[src/rtl/cpu_pkg.sv]
// Types and width defaults shared by the pipeline slices and the memory arbiter.
package cpu_pkg;

  localparam int CPU_ADDR_W = 16;
  localparam int CPU_DATA_W = 16;

  typedef enum logic [2:0] {
    IDLE,
    ISSUE_I,
    ISSUE_D,
    WAIT_I,
    WAIT_D
  } arb_state_t;

endpackage

[src/rtl/mem_arb_watchdog.sv]
// Loadable up-counter timing the wait for a memory response.
// The counter saturates at the expiry point.
module mem_arb_watchdog #(
  parameter int TIMEOUT = 64
) (
  input  logic clk,
  input  logic rst,
  input  logic clr,
  input  logic en,
  output logic expired
);

  localparam int CNT_W = $clog2(TIMEOUT + 1);

  logic [CNT_W-1:0] cnt_q, cnt_d;

  // The count equals the number of enabled cycles already spent, so the
  // TIMEOUT-th enabled cycle is the one that reports expiry.
  assign expired = en && (cnt_q == CNT_W'(TIMEOUT - 1));

  always_comb begin
    cnt_d = cnt_q;
    if (clr) begin
      cnt_d = '0;
    end else if (en && !expired) begin
      cnt_d = cnt_q + 1'b1;
    end
  end

  always_ff @(posedge clk) begin
    if (rst) begin
      cnt_q <= '0;
    end else begin
      cnt_q <= cnt_d;
    end
  end

endmodule

[src/rtl/mem_arbiter.sv]
// Arbitrates the shared single-ported memory between fetch and data slices,
// one transaction at a time, and drives the pipeline stall.
module mem_arbiter
  import cpu_pkg::*;
#(
  parameter int ADDR_W        = CPU_ADDR_W,
  parameter int DATA_W        = CPU_DATA_W,
  parameter int MAX_DM_STREAK = 3,
  parameter int TIMEOUT       = 64
) (
  input  logic              clk,
  input  logic              rst,
  input  logic              if_req,
  input  logic [ADDR_W-1:0] if_addr,
  input  logic              if_flush,
  output logic [DATA_W-1:0] if_rdata,
  output logic              if_ready,
  input  logic              dm_req,
  input  logic              dm_we,
  input  logic [ADDR_W-1:0] dm_addr,
  input  logic [DATA_W-1:0] dm_wdata,
  output logic [DATA_W-1:0] dm_rdata,
  output logic              dm_ready,
  output logic              mem_en,
  output logic              mem_we,
  output logic [ADDR_W-1:0] mem_addr,
  output logic [DATA_W-1:0] mem_wdata,
  input  logic [DATA_W-1:0] mem_rdata,
  input  logic              mem_valid,
  output logic              stall,
  output logic              protocol_err
);

  localparam int STREAK_W = $clog2(MAX_DM_STREAK + 1);

  arb_state_t          state_q, state_d;
  logic [STREAK_W-1:0] streak_q, streak_d;
  logic                drop_q, drop_d;
  logic [DATA_W-1:0]   if_rdata_q, if_rdata_d;
  logic [DATA_W-1:0]   dm_rdata_q, dm_rdata_d;
  logic                if_ready_q, if_ready_d;
  logic                dm_ready_q, dm_ready_d;
  logic                mem_en_q, mem_en_d;
  logic                mem_we_q, mem_we_d;
  logic [ADDR_W-1:0]   mem_addr_q, mem_addr_d;
  logic [DATA_W-1:0]   mem_wdata_q, mem_wdata_d;
  logic                err_q, err_d;

  logic dm_elig, if_elig, streak_full, wd_expired;

  mem_arb_watchdog #(.TIMEOUT(TIMEOUT)) u_watchdog (
    .clk     (clk),
    .rst     (rst),
    .clr     (state_q == ISSUE_I || state_q == ISSUE_D),
    .en      (state_q == WAIT_I || state_q == WAIT_D),
    .expired (wd_expired)
  );

  // A requester in its ready cycle is finishing, not asking again.
  assign dm_elig     = dm_req & ~dm_ready_q;
  assign if_elig     = if_req & ~if_flush & ~if_ready_q;
  assign streak_full = (streak_q == STREAK_W'(MAX_DM_STREAK));

  always_comb begin
    // NOTE: every variable gets a default before the case so no path
    // leaves one unassigned, which would otherwise infer a latch.
    state_d     = state_q;
    streak_d    = streak_q;
    drop_d      = drop_q;
    if_rdata_d  = if_rdata_q;
    dm_rdata_d  = dm_rdata_q;
    if_ready_d  = 1'b0;
    dm_ready_d  = 1'b0;
    mem_en_d    = 1'b0;
    mem_we_d    = mem_we_q;
    mem_addr_d  = mem_addr_q;
    mem_wdata_d = mem_wdata_q;
    err_d       = err_q;

    unique case (state_q)
      IDLE: begin
        if (mem_valid) err_d = 1'b1;
        if (dm_elig && !(if_elig && streak_full)) begin
          state_d     = ISSUE_D;
          mem_en_d    = 1'b1;
          mem_we_d    = dm_we;
          mem_addr_d  = dm_addr;
          mem_wdata_d = dm_wdata;
          if (!if_elig)         streak_d = '0;
          else if (!streak_full) streak_d = streak_q + 1'b1;
        end else if (if_elig) begin
          state_d    = ISSUE_I;
          mem_en_d   = 1'b1;
          mem_we_d   = 1'b0;
          mem_addr_d = if_addr;
          drop_d     = 1'b0;
          streak_d   = '0;
        end
      end
      ISSUE_I: begin
        if (mem_valid) err_d = 1'b1;
        if (if_flush)  drop_d = 1'b1;
        state_d = WAIT_I;
      end
      ISSUE_D: begin
        if (mem_valid) err_d = 1'b1;
        state_d = WAIT_D;
      end
      WAIT_I: begin
        if (mem_valid) begin
          // A flush arriving with the response still cancels it.
          if_rdata_d = mem_rdata;
          if_ready_d = ~(drop_q | if_flush);
          state_d    = IDLE;
        end else begin
          if (if_flush) drop_d = 1'b1;
          if (wd_expired) begin
            err_d   = 1'b1;
            state_d = IDLE;
          end
        end
      end
      WAIT_D: begin
        if (mem_valid) begin
          dm_rdata_d = mem_rdata;
          dm_ready_d = 1'b1;
          state_d    = IDLE;
        end else if (wd_expired) begin
          err_d   = 1'b1;
          state_d = IDLE;
        end
      end
      default: state_d = IDLE;
    endcase
  end

  // NOTE: state registers use non-blocking assignments so every flop
  // samples the pre-edge values regardless of statement order.
  always_ff @(posedge clk) begin
    if (rst) begin
      state_q     <= IDLE;
      streak_q    <= '0;
      drop_q      <= 1'b0;
      if_rdata_q  <= '0;
      dm_rdata_q  <= '0;
      if_ready_q  <= 1'b0;
      dm_ready_q  <= 1'b0;
      mem_en_q    <= 1'b0;
      mem_we_q    <= 1'b0;
      mem_addr_q  <= '0;
      mem_wdata_q <= '0;
      err_q       <= 1'b0;
    end else begin
      state_q     <= state_d;
      streak_q    <= streak_d;
      drop_q      <= drop_d;
      if_rdata_q  <= if_rdata_d;
      dm_rdata_q  <= dm_rdata_d;
      if_ready_q  <= if_ready_d;
      dm_ready_q  <= dm_ready_d;
      mem_en_q    <= mem_en_d;
      mem_we_q    <= mem_we_d;
      mem_addr_q  <= mem_addr_d;
      mem_wdata_q <= mem_wdata_d;
      err_q       <= err_d;
    end
  end

  assign if_rdata     = if_rdata_q;
  assign if_ready     = if_ready_q;
  assign dm_rdata     = dm_rdata_q;
  assign dm_ready     = dm_ready_q;
  assign mem_en       = mem_en_q;
  assign mem_we       = mem_we_q;
  assign mem_addr     = mem_addr_q;
  assign mem_wdata    = mem_wdata_q;
  assign protocol_err = err_q;
  assign stall        = (if_req & ~if_ready_q & ~if_flush) | (dm_req & ~dm_ready_q);

endmodule

[config.mk]
export PLATFORM = sky130hd
export DESIGN_NAME = mem_arbiter
export DESIGN_NICKNAME = d
export VERILOG_FILES = /design/src/rtl/cpu_pkg.sv /design/src/rtl/mem_arb_watchdog.sv /design/src/rtl/mem_arbiter.sv
export SDC_FILE = /design/constraint.sdc
export NUM_CORES = 1
export LEC_CHECK = 0
export ABC_AREA = 1
export BUFFER_PORTS_ARGS = -buffer_cell sky130_fd_sc_hd__buf_2
export CELL_PAD_IN_SITES_DETAIL_PLACEMENT = 1
export CELL_PAD_IN_SITES_GLOBAL_PLACEMENT = 2
export CORE_MARGIN = 5
export CORE_UTILIZATION = 26
export CTS_CLUSTER_DIAMETER = 120
export DETAILED_ROUTE_END_ITERATION = 8
export PLACE_DENSITY_LB_ADDON = 0.05
export REMOVE_ABC_BUFFERS = 1
export SKIP_CTS_REPAIR_TIMING = 1
export SLEW_MARGIN = 20
export SYNTH_ARGS = -nofsm -noshare
export SYNTH_HDL_FRONTEND = slang
export SYNTH_HIERARCHICAL = 1
export SYNTH_SLANG_ARGS = --single-unit
[constraint.sdc]
create_clock -name clk -period 2 [get_ports clk]
set_clock_uncertainty 0.15 [all_clocks]
set_input_delay 0.2 -clock clk [delete_from_list [all_inputs] [get_ports clk]]
set_output_delay 0.2 -clock clk [all_outputs]
set_load 0.005 [all_outputs]
# == Yosys cells after proc, flatten, opt, wreduce, memory -nomap -nowiden ==
# Index checks and enable logic that the tools add are counted.
# totals
register_bits,82
latch_bits,0
mem_bits_rw,0
romBits,0
output_inout_bits,70
word_cells,95
n_memories,0
# op_classes
add_sub_neg,2
n_mul,0
n_div,0
magnitude_cmp,0
eq_ne,15
shifts,0
mux,24
bitwise,15
n_reduce_logical,26
# op_table
operator,n
$mux 16,2
$mux 3,4
$pmux 3 s4,1
$mux 1,11
$reduce_and 2->1,5
$mux 2,4
$ne 2x2->1 const B,4
$not 1->1,8
$reduce_and 4->1,2
$reduce_or 2->1,4
$add 7x1->7 const B,1
$eq 7x6->1 const B,1
$eq 3x2->1 const B,2
$ne 3x3->1 const B,2
$reduce_or 3->1,2
$and 1x1->1,5
$logic_and 1x1->1,4
$ne 2x1->1 const B,2
$reduce_bool 2->1,2
$eq 3x1->1 const B,1
$eq 3x3->1 const B,1
$logic_not 3->1,1
$ne 3x1->1 const B,1
$pmux 1 s3,1
8 further kinds,11

# == Longest topological paths before layout ==
# Gate-level depths: netlist (run 1).
# logic_depth
depth_word,8
ltp_mapped,10

# == Hierarchy ==
# The synthesis (run 1) kept the hierarchy.
# by_module_without_submodules
module,instances,cells_each,area_per_inst_um2,seq_area_each_um2
mem_arbiter,1,405,3096.7,1501.4
mem_arb_watchdog,1,59,394.1,140.1

# == Worst setup path after synthesis (run 1) ==
# Ideal clock, no wire load.
# synth_path
kind,register to register
from,register state_q[0]
to,register state_q[2]
setup_time_ns,0.132
arrival_time_ns,1.362
required_time_ns,1.718
setup_slack_ns,0.355
stages_incl_launch_ff,11
n_path_buf,0
path_cell_list,dfxtp_1 > nor2_2 > nand2_1 > nand2_1 > nand3_1 > nor4_1 > inv_1 > nand3_1 > nand2_1 > nand2_1 > a21oi_1
# synth_between
elab_chain_len,5
word_cells_on_any_way,12
cone_classes,6 x eq/ne; 1 x mux; 5 x reduce/logical
# synth_rtl
item,line_no,source
from (decl),mem_arbiter.sv:36,"arb_state_t state_q, state_d;"
from (signal assigned),mem_arbiter.sv:154,state_q <= state_d;
$eq 3x2->1 or $eq 3x3->1 (tied branches),mem_arbiter.sv:55,".en (state_q == WAIT_I || state_q == WAIT_D),"
$logic_or 1x1->1 *,mem_arbiter.sv:55,
$logic_and 1x1->1 *,mem_arb_watchdog.sv:19,assign expired = en && (cnt_q == CNT_W'(TIMEOUT - 1));
via wd_expired,mem_arbiter.sv:49,"logic dm_elig, if_elig, streak_full, wd_expired;"
$ne 3x1->1 (no source line) *,-,
$reduce_and 2->1 (no source line) *,-,
# Mark *: on every way through the listed nets, which the timed path passes. The rest lies on a longest branch.
# A chain may end at the register's enable or synchronous reset.

# == Worst setup path in the final report (run 1) ==
# layout_path
from,input port if_flush
to,output port stall
# layout_between
elab_chain_len,3
# layout_rtl
item,line_no,source
from (decl),mem_arbiter.sv:15,"input logic if_flush,"
$not 1->1,mem_arbiter.sv:178,assign stall = (if_req & ~if_ready_q & ~if_flush) | (dm_req & ~dm_ready_q);
$and 1x1->1,mem_arbiter.sv:178,
$or 1x1->1,mem_arbiter.sv:178,
to (decl),mem_arbiter.sv:30,"output logic stall,"
# No other way between the ends.

==> results.sh, run 1 <==
export IMPL_status="finished, violations left"
export IMPL_violations="hold timing"
export IMPL_path_common_cell="buf_2"
export IMPL_cp_start_kind="input port"
export IMPL_area_growth_pct=41.1
export IMPL_cts_tree="yes"
export IMPL_via_per_inst=4.57
export IMPL_place_gp_congestion=0.762
export IMPL_slew_headroom_pct=72.3
export IMPL_finalSetupViolations=0
export IMPL_synthTopCellsByArea="dfxtp_1 47%, a21oi_1 11%, o21ai_0 7.3%, nand2_1 7.3%, inv_1 5.5%"
export IMPL_grt_pass1_vias=3740
export IMPL_critical_path_top_delay_family="buffers and inverters"
export IMPL_cts_sinks=82
export IMPL_worst_path_largest_cell_delay_ns=0.54
export IMPL_synth_area_um2=3490
export IMPL_ys_types=28
export IMPL_avgSynthCellArea_um2=7.52
export IMPL_grt_pass1_wl_um=18600
export IMPL_async_flop_share_pct=0
export IMPL_core_area_um2=13200
export IMPL_synth_top_cell_by_area="dfxtp_1"
export IMPL_synth_edff_count=0
export IMPL_synthFlopType="dfxtp_1"
export IMPL_start_util_pct=26.5
export IMPL_ys_seq_elements=82
export IMPL_drv_cap=0
export IMPL_fmax_ghz=0.545
export IMPL_die_h_um=126
export IMPL_htree_levels=3
export IMPL_yosysTopAreaCellShare_pct=47.0
export IMPL_final_min_clock_period_ns=1.84
export IMPL_critPathSlowestCell="dlygate4sd3_1"
export IMPL_grt_max_degree=44
export IMPL_p_per_area_nw_per_um2=1000
export IMPL_cts_root_buf="clkbuf_16"
export IMPL_critPathMaxFanout=5
export IMPL_synth_warnings=6
export IMPL_worstMarginPinSlew_ns=0.414
export IMPL_arrival_ns=1.49
export IMPL_max_vdd_ir_drop_mv=0.440
export IMPL_port_buffers=140
export IMPL_holdWs_ns=-0.00209
export IMPL_final_hold_viol_count=3
export IMPL_drv_slew=0
export IMPL_grt_overflow_total=0
export IMPL_drc=0
export IMPL_antennaDiodeCount=0
export IMPL_post_route_period_util_pct=91.8
export IMPL_cts_path_max_buffers=2
export IMPL_finalWirelength_um=11500
export IMPL_antenna_found_initial=1
export IMPL_clk_latency_ns=0.34
export IMPL_crit_chain="dlygate4sd3_1 > buf_2 > inv_1 > nand3_1 > nand2_1 > buf_2"
export IMPL_hold_path_class="in2reg"
export IMPL_ys_seq_area_share_pct=47.0
export IMPL_cts_buffers=9
export IMPL_critical_path_class="in2out"
export IMPL_crit_buf_inv=4
export IMPL_syn_inst=464
export IMPL_clk_pin_slew_worst_paths_ns=0.06
export IMPL_first_pass_iters=4
export IMPL_synth_commonest_cells="82 x dfxtp_1, 77 x a21oi_1, 68 x nand2_1"
export IMPL_initialDrtViolationCount=180
export IMPL_rsz0062_at_grt="false"
export IMPL_place_area_um2=4370
export IMPL_yosysMostFrequentCell="dfxtp_1"
export IMPL_dp_slack_ns=0.252
export IMPL_drtAntennaViolNets=0
export IMPL_placementRows=42
export IMPL_fin_area_um2=4930
export IMPL_drt_wirelength_per_cell_um=14.3
export IMPL_p_leak_uw=0.00224
export IMPL_io_pins=141
export IMPL_cp_data_required_time_ns=1.65
export IMPL_num_vias=3670
export IMPL_grtUsageTotal_pct=14.4
export IMPL_die_area_um2=15800
export IMPL_nets=695
export IMPL_drive_gt1_share_pct=29.3
export IMPL_die_w_um=126
export IMPL_setup_slack_ns=0.164
export IMPL_hpwl_um=8110
export IMPL_end_kind="primary output"
## sequential cells by signal, summed over array words and instances, names as in the netlist
name,count
mem_addr,16
dm_ready,1
dm_rdata,16
drop_q,1
protocol_err,1
mem_wdata,16
state_q,3
if_ready,1
streak_q,2
if_rdata,16
u_watchdog/cnt_q,7
mem_we,1
mem_en,1
## routing by layer
layer	wire, µm	vias to the layer above	part of all wire (%)	global-route usage, %
met5	13	-	0.11	0
met4	136	2	1.2	3.79
met3	797	12	6.9	5.59
met2	5590	96	49	24.5
met1	4960	1708	43	17.1
li1	-	1852	-	-
## cells in the final DEF (no fill, tap or decap), drive strengths merged, types with 11 or more instances in the layout
master | netlist | layout
dlygate4sd3 | 0 | 22
nand2 | 70 | 70
inv | 55 | 56
dfxtp | 82 | 82
o21ai | 53 | 53
clkbuf | 12 | 11
nand3 | 36 | 36
nand4 | 19 | 19
a21oi | 78 | 78
buf | 15 | 152
nor2 | 38 | 38
## layout make-up
class / instances / area, µm²
fillers: 1639 / 8260
multi-input cells: 299 / 1480
clock buffers: 11 / 253
clock inverters: 5 / 85.1
well taps: 176 / 220
flip-flops and latches: 82 / 1640
repair buffers: 174 / 1040
inverters: 56 / 210
## final timing paths
| check | start | end | slack, ns | depth (start not counted) |
|---|---|---|---|---|
| setup / recovery | if_flush | stall | 0.16 | 6 |
| hold / removal | dm_wdata[15] | mem_wdata[15] | -0.002 | 3 |
| setup reg to reg | state_q[0] | state_q[1] | 0.27 | 10 |
| hold reg to reg | dm_rdata[5] | dm_rdata[5] | 0.29 | 2 |
## cells by family after synthesis
group / count (synthesis) / share of synthesized area [%]
AO/OA/AOI/OAI: 131 / 19.1
adder cells (fa/ha/maj): 2 / 0.717
buffers and inverters: 83 / 10.6
flip-flops: 82 / 47.0
AND/OR/NAND/NOR: 166 / 22.6
## per-stage QoR
stage / std cells / hold slack (ns) / utilization, % / setup TNS (ns) / total power, µW
2_1_floorplan: 437 / 0.119 / - / -0.0123 / 2580
3_3_place_gp: 765 / 0.270 / 33.1 / 0 / 3070
3_5_place_dp: 765 / 0.265 / 33.1 / 0 / 3110
4_1_cts: 781 / -0.0989 / 35.7 / 0 / 5020
5_1_grt: 803 / 0.000565 / 37.3 / 0 / 5270
6_report: 803 / -0.00209 / 37.3 / 0 / 4950
## tightest hold or removal path, stage by stage
cell and delay, ns:
buf_2 0.09, nand4_1 0.08, a21oi_1 0.06
## report_power, final
| part | leakage (µW) | switching, µW | internal, µW | total [µW] |
|---|---|---|---|---|
| registers | 0.000669 | 118 | 1830 | 1950 |
| logic | 0.00140 | 657 | 476 | 1130 |
| clock network | 0.000162 | 696 | 1170 | 1860 |
| total | 0.00224 | 1470 | 3480 | 4950 |
Note: power is estimated with default switching activity, not from simulation.
==> run 2: changes to the inputs <==
CORE_ASPECT_RATIO = 0.75   (was unset)
CORE_MARGIN = 3   (was 5)
==> results.sh, run 2 (synthesis gave the netlist of run 1 again) <==
export IMPL_drv_slew=0
export IMPL_final_hold_viol_count=7
export IMPL_htree_levels=3
export IMPL_critical_path_class="in2out"
export IMPL_die_h_um=106
export IMPL_drv_cap=0
export IMPL_violations="hold timing"
export IMPL_holdWs_ns=-0.0188
export IMPL_num_vias=3636
export IMPL_area_growth_pct=40.4
export IMPL_hold_path_class="in2reg"
export IMPL_final_min_clock_period_ns=1.90
export IMPL_finish_utilization_pct=38.6
export IMPL_end_kind="primary output"
export IMPL_grt_pass1_vias=3475
export IMPL_cts_tree="yes"
export IMPL_grtUsageTotal_pct=14.9
export IMPL_clk_pin_slew_worst_paths_ns=0.07
export IMPL_drc=0
export IMPL_holdPathStages=3
export IMPL_arrival_ns=1.55
export IMPL_antenna_found_initial=0
export IMPL_hpwl_um=7970
export IMPL_post_route_period_util_pct=94.9
export IMPL_die_area_um2=14900
export IMPL_clk_latency_ns=0.34
export IMPL_antennaDiodeCount=0
export IMPL_layout_common_cells="140 x buf_2, 82 x dfxtp_1, 77 x a21oi_1"
export IMPL_cts_root_buf="clkbuf_16"
export IMPL_num_fill_cells=1581
export IMPL_die_w_um=140
export IMPL_finalWirelength_um=11200
export IMPL_r2r_cells=9
export IMPL_status="finished, violations left"
export IMPL_first_pass_iters=4
export IMPL_worstMarginPinSlew_ns=0.311
export IMPL_nets=697
export IMPL_drt_wirelength_per_cell_um=14.1
export IMPL_place_area_um2=4360
export IMPL_initialDrtViolationCount=141
export IMPL_cts_path_max_buffers=2
export IMPL_fin_total_pwr_uw=4820
export IMPL_max_vdd_ir_drop_mv=0.505
export IMPL_core_area_um2=12700
export IMPL_fin_area_um2=4900
export IMPL_slew_headroom_pct=79.2
export IMPL_fmax_ghz=0.527
export IMPL_rsz0062_at_grt="false"
export IMPL_drtAntennaViolNets=0
export IMPL_p_leak_uw=0.00223
export IMPL_cts_buffers=9
export IMPL_drive_gt1_share_pct=29.4
export IMPL_grt_overflow_total=0
export IMPL_final_common_cell="buf_2"
export IMPL_grt_max_degree=50
export IMPL_cp_start_kind="input port"
export IMPL_start_util_pct=27.5
export IMPL_placementRows=35
export IMPL_p_per_area_nw_per_um2=982
export IMPL_io_pins=141
export IMPL_finalSetupViolations=0
export IMPL_port_buffers=140
export IMPL_cts_sinks=82
export IMPL_grt_pass1_wl_um=17900
export IMPL_place_gp_congestion=0.778
export IMPL_cp_data_required_time_ns=1.65
export IMPL_via_per_inst=4.57
export IMPL_critPathMaxFanout=5
==> run 2: changes by cell type in the layout (fill, tap and decap cells not counted), sizes merged <==
cell         previous run  this run
bufinv                  2         1
dlygate4sd3            22        23
buf                   152       153
inv                    56        59
clkbuf                 11         9
==> run 2: worst paths after layout <==
kind | start | to | slack (ns)
setup reg to reg | state_q[1] | state_q[2] | 0.29
hold reg to reg | if_rdata[15] | if_rdata[15] | 0.29
setup / recovery | if_flush | stall | 0.10
hold / removal | dm_we | mem_we | -0.02
==> run 2: routing by layer <==
| layer | track usage (%) | part of all wire, % | up-vias |
|---|---|---|---|
| li1 | - | - | 1857 |
| met1 | 19.8 | 48 | 1669 |
| met4 | 4.01 | 0.86 | 0 |
| met3 | 5.85 | 6.7 | 8 |
| met2 | 22.4 | 44 | 102 |
| met5 | 0 | 0 | - |
==> run 2: stage by stage <==
stage	setup TNS, ns	cells	setup slack, ns
finish	0	795	0.103
detailed placement	0	756	0.264
floorplan	-0.0123	437	-0.0123
CTS	0	772	0.252
global placement	0	756	0.327
global route	0	795	0.0206
==> run 2: area by class of cell <==
class	instances	area [µm²]	area share (%)
clock buffer	9	225	4.59
clock inverter	7	83.8	1.71
inverter	56	210	4.29
multi-input combinational	299	1480	30.2
sequential	82	1640	33.5
tap	166	208	4.24
timing repair buffer	176	1050	21.5
==> run 2: critical path, stage by stage <==
cell and delay, ns:
dlygate4sd3_1 0.53, buf_2 0.15, inv_1 0.08, nand3_1 0.23, nand2_1 0.21, buf_2 0.15
==> run 2: report_power, final <==
part | total (µW) | internal, µW | switching [µW] | leakage (µW)
registers | 1940 | 1830 | 115 | 0.000669
clock network | 1740 | 992 | 744 | 0.000149
logic | 1130 | 479 | 656 | 0.00141
total | 4820 | 3300 | 1510 | 0.00223
